--- src/rtl/rv32_bus_arbiter_if.sv ---
// rtl/rv32_bus_arbiter_if.sv - fetch, load/store and shared memory bus signals for rv32_bus_arbiter
interface rv32_bus_arbiter_if;
    logic [31:0] instr_address_in;
    logic        instr_read_in;
    logic [31:0] instr_read_value_out;
    logic        instr_ready_out;
    logic [31:0] data_address_in;
    logic        data_read_in;
    logic        data_write_in;
    logic [3:0]  data_write_mask_in;
    logic [31:0] data_write_value_in;
    logic [31:0] data_read_value_out;
    logic        data_ready_out;
    logic [31:0] address_out;
    logic        read_out;
    logic        write_out;
    logic [3:0]  write_mask_out;
    logic [31:0] write_value_out;
    logic [31:0] read_value_in;
    logic        ready_in;
    logic        bus_error_out;

    // Arbiter side.
    modport slave (
        input  instr_address_in, instr_read_in,
        input  data_address_in, data_read_in, data_write_in,
        input  data_write_mask_in, data_write_value_in,
        input  read_value_in, ready_in,
        output instr_read_value_out, instr_ready_out,
        output data_read_value_out, data_ready_out,
        output address_out, read_out, write_out, write_mask_out, write_value_out,
        output bus_error_out
    );

    // Requester and memory side.
    modport master (
        output instr_address_in, instr_read_in,
        output data_address_in, data_read_in, data_write_in,
        output data_write_mask_in, data_write_value_in,
        output read_value_in, ready_in,
        input  instr_read_value_out, instr_ready_out,
        input  data_read_value_out, data_ready_out,
        input  address_out, read_out, write_out, write_mask_out, write_value_out,
        input  bus_error_out
    );
endinterface

--- src/rtl/rv32_bus_arbiter.sv ---
// rtl/rv32_bus_arbiter.sv - shares one memory bus between fetch and load/store ports with timeout abort
// Optional round-robin between the two ports: RV32_BUS_ARBITER_FAIR_EN.
module rv32_bus_arbiter #(
    parameter int unsigned TIMEOUT_CYCLES = 255
) (
    input  logic               clk,
    input  logic               reset,
    rv32_bus_arbiter_if.slave  bus
);
    typedef enum logic [1:0] {
        IDLE        = 2'd0,
        GRANT_INSTR = 2'd1,
        GRANT_DATA  = 2'd2
    } state_t;

    localparam int CW = (TIMEOUT_CYCLES > 0) ? $clog2(TIMEOUT_CYCLES + 1) : 1;

    state_t state;
    state_t state_next;
    logic   data_req;
    logic   prefer_instr;
    logic   timeout_hit;

    assign data_req = bus.data_read_in | bus.data_write_in;

    always_ff @(posedge clk) begin
        if (reset) begin
            state <= IDLE;
        end else begin
            state <= state_next;
        end
    end

    generate
        if (TIMEOUT_CYCLES > 0) begin : g_timeout
            logic [CW-1:0] wait_count;

            // Cleared while idle, so every grant starts counting from zero.
            always_ff @(posedge clk) begin
                if (reset || state == IDLE) begin
                    wait_count <= '0;
                end else if (!bus.ready_in) begin
                    wait_count <= wait_count + 1'b1;
                end
            end

            assign timeout_hit = (state != IDLE) && !bus.ready_in &&
                                 (wait_count == CW'(TIMEOUT_CYCLES));
        end else begin : g_no_timeout
            assign timeout_hit = 1'b0;
        end
    endgenerate

`ifdef RV32_BUS_ARBITER_FAIR_EN
    logic last_was_data;

    always_ff @(posedge clk) begin
        if (reset) begin
            last_was_data <= 1'b0;
        end else if (bus.data_ready_out) begin
            last_was_data <= 1'b1;
        end else if (bus.instr_ready_out) begin
            last_was_data <= 1'b0;
        end
    end

    assign prefer_instr = last_was_data;
`else
    assign prefer_instr = 1'b0;
`endif

    always_comb begin
        state_next               = state;
        bus.address_out          = 32'h0;
        bus.read_out             = 1'b0;
        bus.write_out            = 1'b0;
        bus.write_mask_out       = 4'h0;
        bus.write_value_out      = 32'h0;
        bus.instr_ready_out      = 1'b0;
        bus.instr_read_value_out = 32'h0;
        bus.data_ready_out       = 1'b0;
        bus.data_read_value_out  = 32'h0;
        bus.bus_error_out        = 1'b0;

        unique case (state)
            IDLE: begin
                if (data_req && !(bus.instr_read_in && prefer_instr)) begin
                    state_next = GRANT_DATA;
                end else if (bus.instr_read_in) begin
                    state_next = GRANT_INSTR;
                end
            end

            GRANT_INSTR: begin
                bus.address_out          = bus.instr_address_in;
                bus.instr_read_value_out = timeout_hit ? 32'h0 : bus.read_value_in;
                // A dropped request is a pipeline flush: release the bus silently.
                if (!bus.instr_read_in) begin
                    state_next = IDLE;
                end else if (bus.ready_in) begin
                    bus.read_out        = 1'b1;
                    bus.instr_ready_out = 1'b1;
                    state_next          = IDLE;
                end else if (timeout_hit) begin
                    bus.instr_ready_out = 1'b1;
                    bus.bus_error_out   = 1'b1;
                    state_next          = IDLE;
                end else begin
                    bus.read_out = 1'b1;
                end
            end

            GRANT_DATA: begin
                bus.address_out         = bus.data_address_in;
                bus.write_mask_out      = bus.data_write_mask_in;
                bus.write_value_out     = bus.data_write_value_in;
                bus.data_read_value_out = timeout_hit ? 32'h0 : bus.read_value_in;
                if (!data_req) begin
                    state_next = IDLE;
                end else if (timeout_hit) begin
                    bus.data_ready_out = 1'b1;
                    bus.bus_error_out  = 1'b1;
                    state_next         = IDLE;
                end else begin
                    bus.read_out       = bus.data_read_in;
                    bus.write_out      = bus.data_write_in;
                    bus.data_ready_out = bus.ready_in;
                    if (bus.ready_in) begin
                        state_next = IDLE;
                    end
                end
            end

            default: begin
                state_next = IDLE;
            end
        endcase
    end
endmodule
--- src/flat_wrapper.sv ---
// flat-port wrapper written by rule: the top's interface ports become plain ports
module rv32_bus_arbiter_flat 
#(
    parameter int unsigned TIMEOUT_CYCLES = 255
)
  (clk, reset, bus_instr_address_in, bus_instr_read_in, bus_data_address_in, bus_data_read_in, bus_data_write_in, bus_data_write_mask_in, bus_data_write_value_in, bus_read_value_in, bus_ready_in, bus_instr_read_value_out, bus_instr_ready_out, bus_data_read_value_out, bus_data_ready_out, bus_address_out, bus_read_out, bus_write_out, bus_write_mask_out, bus_write_value_out, bus_bus_error_out);
  rv32_bus_arbiter_if bus_i ();
  input  logic clk;
  input  logic reset;
  input wire logic [$bits(bus_i.instr_address_in)-1:0] bus_instr_address_in;
  input wire logic [$bits(bus_i.instr_read_in)-1:0] bus_instr_read_in;
  input wire logic [$bits(bus_i.data_address_in)-1:0] bus_data_address_in;
  input wire logic [$bits(bus_i.data_read_in)-1:0] bus_data_read_in;
  input wire logic [$bits(bus_i.data_write_in)-1:0] bus_data_write_in;
  input wire logic [$bits(bus_i.data_write_mask_in)-1:0] bus_data_write_mask_in;
  input wire logic [$bits(bus_i.data_write_value_in)-1:0] bus_data_write_value_in;
  input wire logic [$bits(bus_i.read_value_in)-1:0] bus_read_value_in;
  input wire logic [$bits(bus_i.ready_in)-1:0] bus_ready_in;
  output wire logic [$bits(bus_i.instr_read_value_out)-1:0] bus_instr_read_value_out;
  output wire logic [$bits(bus_i.instr_ready_out)-1:0] bus_instr_ready_out;
  output wire logic [$bits(bus_i.data_read_value_out)-1:0] bus_data_read_value_out;
  output wire logic [$bits(bus_i.data_ready_out)-1:0] bus_data_ready_out;
  output wire logic [$bits(bus_i.address_out)-1:0] bus_address_out;
  output wire logic [$bits(bus_i.read_out)-1:0] bus_read_out;
  output wire logic [$bits(bus_i.write_out)-1:0] bus_write_out;
  output wire logic [$bits(bus_i.write_mask_out)-1:0] bus_write_mask_out;
  output wire logic [$bits(bus_i.write_value_out)-1:0] bus_write_value_out;
  output wire logic [$bits(bus_i.bus_error_out)-1:0] bus_bus_error_out;
  assign bus_i.instr_address_in = bus_instr_address_in;
  assign bus_i.instr_read_in = bus_instr_read_in;
  assign bus_i.data_address_in = bus_data_address_in;
  assign bus_i.data_read_in = bus_data_read_in;
  assign bus_i.data_write_in = bus_data_write_in;
  assign bus_i.data_write_mask_in = bus_data_write_mask_in;
  assign bus_i.data_write_value_in = bus_data_write_value_in;
  assign bus_i.read_value_in = bus_read_value_in;
  assign bus_i.ready_in = bus_ready_in;
  assign bus_instr_read_value_out = bus_i.instr_read_value_out;
  assign bus_instr_ready_out = bus_i.instr_ready_out;
  assign bus_data_read_value_out = bus_i.data_read_value_out;
  assign bus_data_ready_out = bus_i.data_ready_out;
  assign bus_address_out = bus_i.address_out;
  assign bus_read_out = bus_i.read_out;
  assign bus_write_out = bus_i.write_out;
  assign bus_write_mask_out = bus_i.write_mask_out;
  assign bus_write_value_out = bus_i.write_value_out;
  assign bus_bus_error_out = bus_i.bus_error_out;
  rv32_bus_arbiter #(.TIMEOUT_CYCLES(TIMEOUT_CYCLES)) u_core (.clk(clk), .reset(reset), .bus(bus_i));
endmodule
--- config.mk ---
export PLATFORM = sky130hd
export DESIGN_NAME = rv32_bus_arbiter_flat
export DESIGN_NICKNAME = d
export VERILOG_FILES = /design/src/rtl/rv32_bus_arbiter_if.sv /design/src/rtl/rv32_bus_arbiter.sv /design/src/flat_wrapper.sv
export SDC_FILE = /design/constraint.sdc
export NUM_CORES = 1
export LEC_CHECK = 0
export CAP_MARGIN = 20
export CELL_PAD_IN_SITES_DETAIL_PLACEMENT = 2
export CELL_PAD_IN_SITES_GLOBAL_PLACEMENT = 2
export CORE_AREA = 3 3 134 136
export DETAILED_ROUTE_END_ITERATION = 8
export DIE_AREA = 0 0 137 139
export GPL_TIMING_DRIVEN = 1
export PLACE_DENSITY_LB_ADDON = 0.1
export SETUP_SLACK_MARGIN = 0.3
export SLEW_MARGIN = 30
export SYNTH_ARGS = -nofsm -noshare
export SYNTH_HDL_FRONTEND = slang
export SYNTH_SLANG_ARGS = --single-unit
export TNS_END_PERCENT = 5
--- constraint.sdc ---
create_clock -name clk -period 2.1 [get_ports clk]
set_input_delay 0.42 -clock clk [delete_from_list [all_inputs] [get_ports clk]]
set_output_delay 0.42 -clock clk [all_outputs]
set_load 0.01 [all_outputs]
Word level (Yosys, flattened, before mapping)
Cells that the tools add are included.

storage, ports and cells
  bits of input ports = 138
  bits in registers = 10
  output and inout port bits = 137

cells by class
  reductions and logical operators = 7
  multiplexer cells = 35
  equal/unequal tests = 6
  bitwise operators = 1
  $add $sub $neg = 1

operator list
  operator                                              count
  2-to-1 mux 32 bit                                     4
  case mux 32 bit (2 select lines)                      1
  2-to-1 mux 1 bit                                      18
  2-to-1 mux 2 bit                                      8
  adder 8 x 1 -> 8 bit (second input constant)          1
  equality test 8 bit (second input constant)           1
  case mux 2 bit (3 select lines)                       1
  2-to-1 mux 4 bit                                      1
  != test 4 x 3 -> 1 bit (second input constant)        1
  != test 4 bit (second input constant)                 1
  case mux 1 bit (2 select lines)                       2
  != test 3 x 2 -> 1 bit (second input constant)        1
  AND reduction 3 bit                                   1
  equality test 2 x 1 -> 1 bit (second input constant)  1
  equality test 2 bit (second input constant)           1
  logical AND 1 bit                                     2
  zero test 2 bit                                       1
  nonzero test 2 bit                                    1
  zero test 1 bit                                       1
  logical OR 1 bit                                      1
  bitwise OR 1 bit                                      1

Longest topological paths before layout
Gate-level depths: netlist of the first run.

  depth in word-level cells = 7
  depth in mapped cells = 7
  mapped depth without buffers = 6

Worst setup path after synthesis of the first run
OpenSTA, ideal clock, no wires.

  path kind = input to output
  start point = input port bus_ready_in
  end point = output port bus_data_read_value_out[10]
  path buffers = 2
  stages on the path = 6
  arrival = 1.527 ns
  path slack = 0.153 ns
  cells stage by stage = buf_4 nand4b_4 and4bb_4 nor2b_1 buf_2 and2_1

between the ends
  cells in the longest elaborated chain, start to end = 5

ends and longest elaborated chain
  element                         RTL line                 RTL
  from (decl)                     flat_wrapper.sv:18       input wire logic [$bits(bus_i.ready_in)-1:0] bus_ready_in;
  zero test 1 bit                 -
  logical AND 1 bit (2 in a row)  rv32_bus_arbiter.sv:47   assign timeout_hit = (state != IDLE) && !bus.ready_in &&
  2-to-1 mux 32 bit               rv32_bus_arbiter.sv:117  bus.data_read_value_out = timeout_hit ? 32'h0 : bus.read_value_in;
  2-to-1 mux 32 bit               rv32_bus_arbiter.sv:85   unique case (state)
  to (decl)                       flat_wrapper.sv:21       output wire logic [$bits(bus_i.data_read_value_out)-1:0] bus_data_read_value_out;

Every way passes these cells.

Final worst setup path of the first run
  start point = register u_core.g_timeout.wait_count[0]
  end point = output port bus_instr_read_value_out[30]

between the ends
  cells in the longest elaborated chain, start to end = 4

ends and longest elaborated chain
  element                 RTL line                RTL
  from (decl)             rv32_bus_arbiter.sv:36  logic [CW-1:0] wait_count;
  from (signal assigned)  rv32_bus_arbiter.sv:43  wait_count <= wait_count + 1'b1;
  equality test 8 bit     rv32_bus_arbiter.sv:48  (wait_count == CW'(TIMEOUT_CYCLES));
  logical AND 1 bit       rv32_bus_arbiter.sv:47
  2-to-1 mux 32 bit       rv32_bus_arbiter.sv:96  bus.instr_read_value_out = timeout_hit ? 32'h0 : bus.read_value_in;
  2-to-1 mux 32 bit       rv32_bus_arbiter.sv:85
  to (decl)               flat_wrapper.sv:19      output wire logic [$bits(bus_i.instr_read_value_out)-1:0] bus_instr_read_value_out;

Every way passes these cells.

==> results of run 1 <==
[registers in the layout, indices dropped and copies added (netlist names)]
register,flops
u_core.g_timeout.wait_count,8
u_core.state,2
[kinds of logic (layout without fill, tap and decap cells)]
| family | count (synthesis) | in the layout | synth area share |
|---|---|---|---|
| and+or+nand+nor | 163 | 163 | 0.558 |
| buffers and inverters | 27 | 328 | 0.0680 |
| muxes | 1 | 1 | 0.00597 |
| xor gates and xnor gates | 6 | 6 | 0.0314 |
| other | 0 | 1 | 0 |
| DFF | 10 | 10 | 0.119 |
| AOI/OAI and AO/OA | 42 | 42 | 0.187 |
| adders and majority gates | 4 | 4 | 0.0299 |
[worst register-to-register path: stages (launching register included)]
cell	delay (ns)
dfxtp_4	0.35
ha_4	0.17
nand4b_4	0.09
and4bb_4	0.25
buf_4	0.14
buf_6	0.12
or3_4	0.37
a221oi_2	0.27
[worst min-delay path by stage]
stage / cells after the start / to / start / slack [ns]
floorplan: 2 / u_core.g_timeout.wait_count[6] / u_core.g_timeout.wait_count[6] / 0.45
global placement: 2 / u_core.g_timeout.wait_count[7] / u_core.g_timeout.wait_count[7] / 0.50
detailed placement: 2 / u_core.g_timeout.wait_count[7] / u_core.g_timeout.wait_count[7] / 0.52
CTS: 2 / u_core.g_timeout.wait_count[7] / u_core.g_timeout.wait_count[7] / 0.53
global route: 2 / u_core.g_timeout.wait_count[7] / u_core.g_timeout.wait_count[7] / 0.56
finish: 2 / u_core.g_timeout.wait_count[7] / u_core.g_timeout.wait_count[7] / 0.53
[power breakdown]
group | switching, mW | total, mW | internal [mW]
clock | 0.0848 | 0.332 | 0.247
combinational | 0.743 | 1.74 | 0.998
sequential | 0.00676 | 0.206 | 0.199
[routing by layer]
metal  GRT usage  vias up
met5           0        -
met4      0.0184        2
met3      0.0414        8
met2       0.290      157
met1       0.129     1425
li1            -     1440
[what timing repair did]
| action | in CTS | in global routing |
|---|---|---|
| setup buffers | 7 | 4 |
| setup endpoints to repair | 139 | 138 |
| gates cloned | 3 | 0 |
| resized for setup | 615 | 118 |
| pin swaps | 8 | 61 |
[layout make-up]
| type | count | area [µm²] | area share |
|---|---|---|---|
| clock buffers | 3 | 75.1 | 0.0143 |
| well taps | 225 | 282 | 0.0538 |
| diodes | 1 | 2.50 | 0.000478 |
| repair buffers | 321 | 3010 | 0.575 |
| flip-flops and latches | 10 | 206 | 0.0394 |
| multi-input cells | 216 | 1640 | 0.314 |
| inverters | 4 | 17.5 | 0.00335 |
[per-stage QoR]
step | hold WS, ns | area (µm²)
6_report | 0.527 | 5240
5_1_grt | 0.557 | 5240
4_1_cts | 0.531 | 4830
3_5_place_dp | 0.519 | 4940
2_1_floorplan | 0.454 | 1700
3_3_place_gp | 0.505 | 4940
[cell usage in the layout, fill, tap and decap left out, types with 2 or more instances in the layout]
master	count
a21oi_1	3
a22oi_1	20
a22oi_2	12
and2_1	36
and2_4	66
buf_12	7
buf_16	3
buf_2	70
buf_4	30
buf_6	68
buf_8	2
clkbuf_16	3
clkdlybuf4s15_2	3
clkdlybuf4s50_1	134
dfxtp_1	7
dfxtp_2	2
dlygate4sd2_1	3
ha_2	2
ha_4	2
inv_1	2
nand2_1	3
nand3_1	2
nor2_1	44
nor2b_4	2
o21ai_0	2
xnor2_1	2
xor2_1	4
==> results.py, run 1 <==
metrics = {
    "die": {
        "fp.dieW_um": 137,
        "core_area_um2": 17100,
        "initial_core_util": 0.0982,
        "die_h_um": 139,
        "die-area_um2": 19000,
        "io_pins": 275,
        "std_cell_rows": 48,
    },
    "sta": {
        "worstMarginPinSlew_ns": 0.261,
        "setup_viol": 69,
        "slew_viol_final": 0,
        "post-route-period-util": 1.11,
        "rsz0062_at_grt": "yes",
        "worst_slack_ns": -0.231,
        "relSlewSlack": 0.824,
        "clock.fmax_mhz": 429,
        "fin_crit_ns": 2.33,
        "finalHoldViolations": 0,
        "fin_skew_ns": 0.00218,
        "setup-tns-final_ns": -9.48,
    },
    "placed_design": {
        "placed_cells": 762,
        "gp_congestion": 0.733,
        "place_hpwl_um": 11700,
        "port_buffers": 274,
        "pre_cts_ws_ns": -0.705,
    },
    "detailed_routing": {
        "drtIter0Drc": 33,
        "num_vias": 3032,
        "avgRoutedWirePerCell_um": 18.1,
        "wl_um": 14100,
        "wl_met2_um": 8050,
        "drc_errors": 0,
        "highest_layer": "met5",
        "dr_wl_met3_um": 1320,
        "drt-pass1-iter-count": 4,
        "routed_via_density": 3.89,
        "ant_nets": 0,
        "wl_met1_um": 4600,
    },
    "setup_path": {
        "cp_top_family": "simple AND/OR/NAND/NOR gates",
        "crit_buf_inv": 4,
        "reg2reg_from": "u_core.g_timeout.wait_count[0]",
        "r2r_slack_ns": 0.25,
        "crit_path_end_kind": "primary output",
        "endpoint": "bus_instr_read_value_out[30]",
        "path_depth": 9,
        "crit_required_ns": 1.68,
        "r2r_end": "u_core.state[0]",
        "crit_slowest_cell": "and4bb_4",
        "slowest_delay_ns": 0.38,
        "arrival_ns": 1.91,
        "crit_start": "u_core.g_timeout.wait_count[0]",
        "path_class": "flop to primary output",
        "crit_top_cell": "buf_6",
        "cp_max_fo": 8,
        "start_kind": "flop",
        "reg2reg_depth": 7,
        "path_cells": "ha_4 > nand4b_4 > and4bb_4 > nor2b_4 > buf_6 > buf_16 > buf_6 > and2_4 > buf_6",
    },
    "clocking": {
        "cts.htree.levels": 1,
        "cts-buffers-inserted": 3,
        "clk_latency_ns": 0.23,
        "clk_pin_slew_ns": 0.04,
        "cts_sinks": 10,
        "tritoncts": "done",
        "clk_path_buf_depth": 2,
        "hold_buffers": 0,
        "cts-root-buf": "clkbuf_16",
    },
    "flow_run": {
        "cap_violations": 0,
    },
    "cells_and_area": {
        "nNetsFinal": 698,
        "finalCoreUtilization": 0.307,
        "syn_to_final_growth_pct": 212,
        "n_fill_cell": 1931,
        "fin_cells": 780,
        "drive_gt1_frac": 0.513,
    },
    "synthesis": {
        "synth_common_cells": "and2_1 (102), nor2_1 (44), a22oi_1 (32)",
        "synth-edff-count": 0,
        "synth_seq_area_share": 0.119,
        "synth_area_leader_cell": "and2_1",
        "synth_ff_type": "dfxtp_1",
        "ys_seq_elements": 10,
        "synth_area_per_cell_um2": 6.62,
        "synth_cells": 253,
        "synth_top_area_share": 0.381,
        "yosysWarnings": 0,
        "yosys-top-cells-area": "and2_1 (38%), a22oi_1 (14%), dfxtp_1 (12%)",
        "synth.distinct_cells": 30,
        "ys_async_sr_fraction": 0,
        "syn-cell-area_um2": 1680,
        "yosysMostFrequentCell": "and2_1",
        "syn_nets": 395,
    },
    "hold_path": {
        "hold_class": "flop to flop",
    },
    "grt": {
        "gr-total-overflow": 0,
        "grt_pass1_vias": 3381,
        "grt_max_degree": 34,
        "grt_use_total": 0.138,
        "grt_pass1_wl_um": 20500,
        "grt_antenna_before_repair": 2,
    },
    "power_and_ir_drop": {
        "power_mw": 2.28,
        "p_leak_nw": 2.39,
        "peakVddDrop_uv": 234,
        "power_density_nw_per_um2": 435,
    },
    "run_status": {
        "status": "finished with violations",
        "violations": "setup timing",
    },
}
No activity file was read; power rests on OpenSTA's default activity.
==> run 2: changes to the inputs <==
- CORE_AREA: 3 3 134 136 -> 3 3 120 151
- DIE_AREA: 0 0 137 139 -> 0 0 123 154
- SETUP_SLACK_MARGIN: 0.3 -> 0.5
==> run 2 against run 1 <==
- the flow still finishes with violations (setup timing)
- utilization rose by 3.5 points
- via count increased by 0.20%
- register-to-register slack better by 0.02 ns
- final area grew 9.6%
- sequential power barely moved
- final cell count unchanged
- sequential share of layout area is 0.32 points lower
- clock skew up 0.0031 ns
- clock power about the same
- maximum frequency up 1.8%
- first-iteration DRC count grew 15%
- combinational power rose by 22%
- critical endpoint is now bus_instr_read_value_out[29]
==> results.py, run 2 (same netlist as run 1, synthesis figures left out) <==
metrics = {
    "sta": {
        "worst_slack_ns": -0.189,
        "relSlewSlack": 0.811,
        "hold_ws_ns": 0.498,
        "post-route-period-util": 1.09,
        "worstMarginPinSlew_ns": 0.280,
        "clock.fmax_mhz": 437,
        "fin_skew_ns": 0.00528,
        "rsz0062_at_grt": "yes",
        "fin_crit_ns": 2.29,
        "setup_viol": 67,
        "slew_viol_final": 0,
        "finalHoldViolations": 0,
    },
    "cells_and_area": {
        "diodes": 0,
        "reg_top3": "u_core.g_timeout.wait_count (8), u_core.state (2)",
        "nNetsFinal": 704,
        "drive_gt1_frac": 0.602,
        "registers.top_by_ff_count": "u_core.g_timeout.wait_count",
        "most-common-layout-cells": "clkdlybuf4s50_1 (136), buf_6 (102), and2_4 (95)",
        "largest_register_ff_count": 8,
        "layout_commonest_cell": "clkdlybuf4s50_1",
        "fin_cells": 780,
        "syn_to_final_growth_pct": 243,
    },
    "detailed_routing": {
        "routed_via_density": 3.89,
        "wl_um": 14900,
        "drtIter0Drc": 38,
        "drc_errors": 0,
        "avgRoutedWirePerCell_um": 19.1,
        "num_vias": 3038,
        "drt-pass1-iter-count": 3,
        "ant_nets": 0,
    },
    "setup_path": {
        "start_kind": "flop",
        "r2r_slack_ns": 0.27,
        "reg2reg_depth": 9,
        "reg2reg_from": "u_core.state[0]",
        "path_class": "flop to primary output",
        "crit_required_ns": 1.68,
        "arrival_ns": 1.87,
        "r2r_end": "u_core.state[0]",
        "cp_max_fo": 8,
        "crit_path_end_kind": "primary output",
        "endpoint": "bus_instr_read_value_out[29]",
        "crit_start": "u_core.g_timeout.wait_count[0]",
    },
    "power_and_ir_drop": {
        "power_density_nw_per_um2": 463,
        "peakVddDrop_uv": 177,
        "p_leak_nw": 2.52,
    },
    "clocking": {
        "clk_latency_ns": 0.24,
        "cts.htree.levels": 1,
        "cts-root-buf": "clkbuf_16",
        "cts-buffers-inserted": 3,
        "clk_pin_slew_ns": 0.04,
        "clk_path_buf_depth": 2,
        "tritoncts": "done",
        "cts_sinks": 10,
    },
    "die": {
        "initial_core_util": 0.0999,
        "fp.dieW_um": 123,
        "die-area_um2": 18900,
        "std_cell_rows": 53,
        "core_area_um2": 16800,
        "io_pins": 275,
        "die_h_um": 154,
    },
    "placed_design": {
        "gp_congestion": 0.744,
        "placed_cells": 757,
        "place_hpwl_um": 11800,
        "port_buffers": 274,
    },
    "grt": {
        "grt_antenna_before_repair": 0,
        "grt_use_total": 0.145,
        "gr-total-overflow": 0,
        "grt_max_degree": 22,
        "grt_pass1_vias": 3395,
        "grt_pass1_wl_um": 21100,
    },
    "flow_run": {
        "cap_violations": 0,
    },
    "run_status": {
        "status": "finished with violations",
        "violations": "setup timing",
    },
    "hold_path": {
        "hold_class": "flop to flop",
    },
}
[run 2: worst max-delay path: stages (launching register included)]
cell and delay (ns):
dfxtp_4 0.35, ha_4 0.15, nand4b_4 0.10, and4bb_4 0.33, buf_6 0.10, nor2b_4 0.04, buf_6 0.13, buf_16 0.14
and2_1 0.15, buf_2 0.14
[run 2: worst min-delay path by stage]
stage / start / end / cells past startpoint
after floorplan: u_core.g_timeout.wait_count[6] / u_core.g_timeout.wait_count[6] / 2
after global placement: u_core.g_timeout.wait_count[6] / u_core.g_timeout.wait_count[6] / 2
after detailed placement: u_core.g_timeout.wait_count[6] / u_core.g_timeout.wait_count[6] / 2
after CTS: u_core.g_timeout.wait_count[6] / u_core.g_timeout.wait_count[6] / 2
after global routing: u_core.g_timeout.wait_count[6] / u_core.g_timeout.wait_count[6] / 2
final: u_core.g_timeout.wait_count[6] / u_core.g_timeout.wait_count[6] / 2
[run 2: metrics by stage]
| step | utilization | TNS [ns] | total power [mW] | worst slack (ns) | area (µm²) |
|---|---|---|---|---|---|
| after CTS | 0.320 | -11.57 | 2.48 | -0.205 | 5370 |
| after global placement | 0.294 | -51.97 | 1.80 | -0.714 | 4940 |
| after floorplan | - | 0 | 0.791 | 0.202 | 1710 |
| after detailed placement | 0.294 | -53.48 | 1.83 | -0.700 | 4940 |
| after global routing | 0.342 | -15.53 | 2.84 | -0.282 | 5740 |
| final | 0.342 | -9.49 | 2.66 | -0.189 | 5740 |
[run 2: report_power, final]
part           leakage, nW  internal [mW]  switching, mW  total [mW]
clock               0.0370          0.247         0.0854       0.332
sequential          0.0830          0.200        0.00725       0.207
combinational         2.40           1.27          0.850        2.12
total                 2.52           1.72          0.943        2.66
[run 2: layout make-up]
cell class / instances / area (µm²)
tap: 220 / 275
clock buffer: 3 / 75.1
sequential: 10 / 208
timing repair buffer: 327 / 3340
inverter: 4 / 25.0
multi-input combinational: 216 / 1820
fill: 1887 / 11000
[run 2: what timing repair did]
| item | 4_1_cts | 5_1_grt |
|---|---|---|
| pin swaps | 59 | 95 |
| cloned | 5 | 1 |
| hold buffers | 0 | 0 |
| resized for setup | 702 | 137 |
| setup buffers | 13 | 1 |
| setup endpoints to repair | 139 | 139 |
[run 2: layer usage]
metal / GRT usage / wire length [µm]
met5: 0 / 0
met4: 0.0148 / 104
met3: 0.0467 / 1510
met2: 0.305 / 8610
met1: 0.135 / 4640
==> RTL edit 1 (flow settings as in run 2) <==
`TIMEOUT_CYCLES` is set to 255 in 2 places; all go to 510.
--- a/src/rtl/rv32_bus_arbiter.sv
+++ b/src/rtl/rv32_bus_arbiter.sv
@@ -2,5 +2,5 @@
 // Optional round-robin between the two ports: RV32_BUS_ARBITER_FAIR_EN.
 module rv32_bus_arbiter #(
-    parameter int unsigned TIMEOUT_CYCLES = 255
+    parameter int unsigned TIMEOUT_CYCLES = 510
 ) (
     input  logic               clk,
--- a/src/flat_wrapper.sv
+++ b/src/flat_wrapper.sv
@@ -2,5 +2,5 @@
 module rv32_bus_arbiter_flat 
 #(
-    parameter int unsigned TIMEOUT_CYCLES = 255
+    parameter int unsigned TIMEOUT_CYCLES = 510
 )
   (clk, reset, bus_instr_address_in, bus_instr_read_in, bus_data_address_in, bus_data_read_in, bus_data_write_in, bus_data_write_mask_in, bus_data_write_value_in, bus_read_value_in, bus_ready_in, bus_instr_read_value_out, bus_instr_ready_out, bus_data_read_value_out, bus_data_ready_out, bus_address_out, bus_read_out, bus_write_out, bus_write_mask_out, bus_write_value_out, bus_bus_error_out);
Formal check against the unedited RTL: no difference found for any inputs over 10 cycles, from zero or initial values and one cycle with reset high; that may be too few to reach the edited logic, so the function may still have changed.
==> RTL edit 1 against run 2 <==
The flow still finishes with violations (negative setup slack); area after synthesis rose by 3.2%; power fell by 24%; sequential cell count rose by 1; clock skew shrank 0.0046 ns; wire length is 4.6% lower; hold slack better by 0.014 ns; final cell count decreased by 0.26%; design area shrank 13%; worst setup slack better by 0.053 ns; non-clock buffer count down 15; critical path type unchanged.
==> RTL edit 1: results (changes against run 2) <==
stage;metric;value;unit;change
placed_design;dp_slack;-0.660;ns;+0.0399 ns
setup_path;crit_family;buffers and inverters;;
routing;drt_iter0_drc;69;;+82%
setup_path;slowest_delay;0.33;ns;-0.02 ns
synth;ys_ff_latch;11;;+1
pwr;p_leak;2.34;nW;-7.4%
routing;wl_met3;1340;um;-11%
routing;wl;14200;um;-4.6%
routing;viasPerCell;3.93;;+0.98%
pwr;clock_power_share;17.4;%;+4.9 points
synth;synth_common_cells;101 x and2_1, 42 x nor2_1, 33 x a22oi_1;;
sta;setup_slack;-0.136;ns;+0.0532 ns
global_routing;grt_util_met1;13.6;%;+0.079 points
final_layout;layout-drive-gt1-share;50.6;%;-9.6 points
synth;syn-num-nets;405;;+2.5%
sta;fin_skew;0.000680;ns;-0.00460 ns
final_layout;final_nets;701;;-0.43%
final_layout;reg_top3;u_core.g_timeout.wait_count (9), u_core.state (2);;
placed_design;dpl_cell_area;0.00507;sq mm;+2.6%
pwr;p_sw;0.732;mW;-22%
final_layout;buf_share;53.7;%;-4.4 points
global_routing;grt_antenna_before_repair;1;;+1
sta;timing.setup.tns;-7.38;ns;+2.12 ns
outcome;status;finished, violations left;;
outcome;violations;negative setup slack;;
pwr;power_frac_comb;71.6;%;-8.1 points
placed_design;hpwl;11800;um;+0.53%
routing;met2_wirelength;7770;um;-9.8%
sta;setup_viol;69;;+3.0%
final_layout;final_cells;778;;-0.26%
==> RTL edit 1: worst paths after layout <==
| kind | start | to | slack, ns | depth (start not counted) |
|---|---|---|---|---|
| worst max-delay path | u_core.state[0] | bus_instr_ready_out | -0.14 | 8 |
| worst min-delay path | u_core.g_timeout.wait_count[8] | u_core.g_timeout.wait_count[8] | 0.51 | 2 |
| worst max register to register | u_core.state[0] | u_core.state[0] | 0.08 | 9 |
| worst min register to register | u_core.g_timeout.wait_count[8] | u_core.g_timeout.wait_count[8] | 0.51 | 2 |
==> RTL edit 1: what timing repair did <==
item / CTS / global route
gates resized for setup: 523 / 142
setup endpoints to repair: 141 / 141
hold buffers: 0 / 0
pin swaps: 5 / 40
setup buffers: 2 / 1
==> RTL edit 1: logic make-up after synthesis <==
| family | Yosys count | synth area share (%) |
|---|---|---|
| compound gates | 48 | 21.2 |
| xor+xnor | 5 | 2.53 |
| fa+ha+maj | 5 | 3.62 |
| buf+inv | 28 | 6.15 |
| flops | 11 | 12.7 |
| simple gates | 165 | 53.8 |
==> RTL edit 2 (flow settings as in run 2) <==
Without the edit above. Encoding of `state_t`: now one-hot (3 bits for 3 states).
--- a/src/rtl/rv32_bus_arbiter.sv
+++ b/src/rtl/rv32_bus_arbiter.sv
@@ -8,8 +8,8 @@
     rv32_bus_arbiter_if.slave  bus
 );
-    typedef enum logic [1:0] {
-        IDLE        = 2'd0,
-        GRANT_INSTR = 2'd1,
-        GRANT_DATA  = 2'd2
+    typedef enum logic [2:0] {
+        IDLE        = 3'b001,
+        GRANT_INSTR = 3'b010,
+        GRANT_DATA  = 3'b100
     } state_t;
 
Check against the original RTL: same outputs for any inputs over 10 cycles, from zero or initial values and one cycle with reset high; not proved beyond that.
==> RTL edit 2 against run 2 <==
The run still ends with negative setup slack left; final cell count decreased by 2.7%; core utilization fell by 0.075 points; count of clock-buffer cells in the layout rose by 1; fmax down 0.27%; design area down 0.22%; area after synthesis decreased by 1.9%; sequential cell count rose by 1; wire length fell by 4.2%; die area unchanged; register-to-register slack better by 0.12 ns; worst setup slack worse by 0.0061 ns.
Power is not compared: it rests on default switching activity, and its combinational part moved more than twofold at a synthesized area within 25%.
==> RTL edit 2: results (changes against run 2) <==
stage;metric;value;unit;change
synth;ys_seq_area_share;13.4;%;+1.4 points
global_routing;grt.met3_usage;4.89;%;+0.22 points
cts;cts_setup_buffers;21;;+8
routing;wl_met3;1580;um;+4.8%
synth;synth_cell_types;39;;+30%
global_routing;grt_pass1_vias;3423;;+0.82%
synth;synth_xor_area_share;3.20;%;+0.060 points
synth;synthAdderAreaFrac;0.761;%;-2.2 points
final_layout;reg_top3;u_core.g_timeout.wait_count (8), u_core.state (3);;
routing;drt-met1-wl;4740;um;+2.1%
synth;syn_area_per_cell;7.47;sq um;+13%
sta;setup_viol;67;;unchanged
setup_path;slowest_delay;0.33;ns;-0.02 ns
final_layout;layout-drive-gt1-share;57.3;%;-2.9 points
placed_design;placed_cells;726;;-4.1%
routing;viasPerCell;3.93;;+0.87%
synth;synthTopCellsByArea;and2_1 34%, a22o_1 17%, dfxtp_1 13%;;
global_routing;gr-usage-met2;28.0;%;-2.5 points
outcome;violations;negative setup slack;;
placed_design;hpwl;10900;um;-7.2%
outcome;status;finished, violations left;;
final_layout;multi_input_area;0.00159;sq mm;-13%
routing;drt_pass1_iterations;4;;+1
global_routing;grt_pass1_wl;20400;um;-3.2%
sta;setup_slack;-0.195;ns;-0.00609 ns
## RTL edit 2: cell count changes after synthesis, moves of 7 or more
cell / change
a22o_1: +32
a22oi_1: -31
and2_1: -13
and2_2: +13
clkbuf_1: -7
nor2_1: -32
## RTL edit 2: worst paths after layout
check / to / slack, ns / cells after the start / start
max: bus_instr_read_value_out[30] / -0.20 / 9 / u_core.g_timeout.wait_count[0]
max reg2reg: u_core.state[2] / 0.39 / 10 / u_core.g_timeout.wait_count[0]
min: u_core.g_timeout.wait_count[7] / 0.59 / 3 / u_core.g_timeout.wait_count[7]
min reg2reg: u_core.g_timeout.wait_count[7] / 0.59 / 3 / u_core.g_timeout.wait_count[7]
## RTL edit 2: through the flow
| stage | hold slack, ns | setup TNS [ns] | setup WS, ns |
|---|---|---|---|
| 5_1_grt | 0.642 | -13.93 | -0.254 |
| 4_1_cts | 0.607 | -9.62 | -0.190 |
| 3_3_place_gp | 0.581 | -44.25 | -0.618 |
| 2_1_floorplan | 0.478 | 0 | 0.389 |
| 6_report | 0.593 | -9.85 | -0.195 |
| 3_5_place_dp | 0.598 | -45.93 | -0.635 |
## RTL edit 2: worst min-delay path: cells and delay by family, from the launching register on
kind,cells,cell delay (ns)
xor+xnor,1,0.06
simple gates,1,0.08
buf+inv,1,0.10
flops,1,0.32
## RTL edit 2: cells by family (layout without fill, tap and decap cells)
logic type / after synthesis / in the layout
adders and majority gates: 1 / 1
muxes: 1 / 1
buffers and inverters: 18 / 337
AOI/OAI and AO/OA: 42 / 42
DFF: 11 / 11
xor gates and xnor gates: 6 / 6
and+or+nand+nor: 141 / 141
## RTL edit 2: final cells by class
type	instances	area share, %
Sequential cell	11	3.95
Tap cell	220	4.81
Timing Repair Buffer	333	62.0
Clock buffer	4	1.38
Multi-Input combinational cell	191	27.8
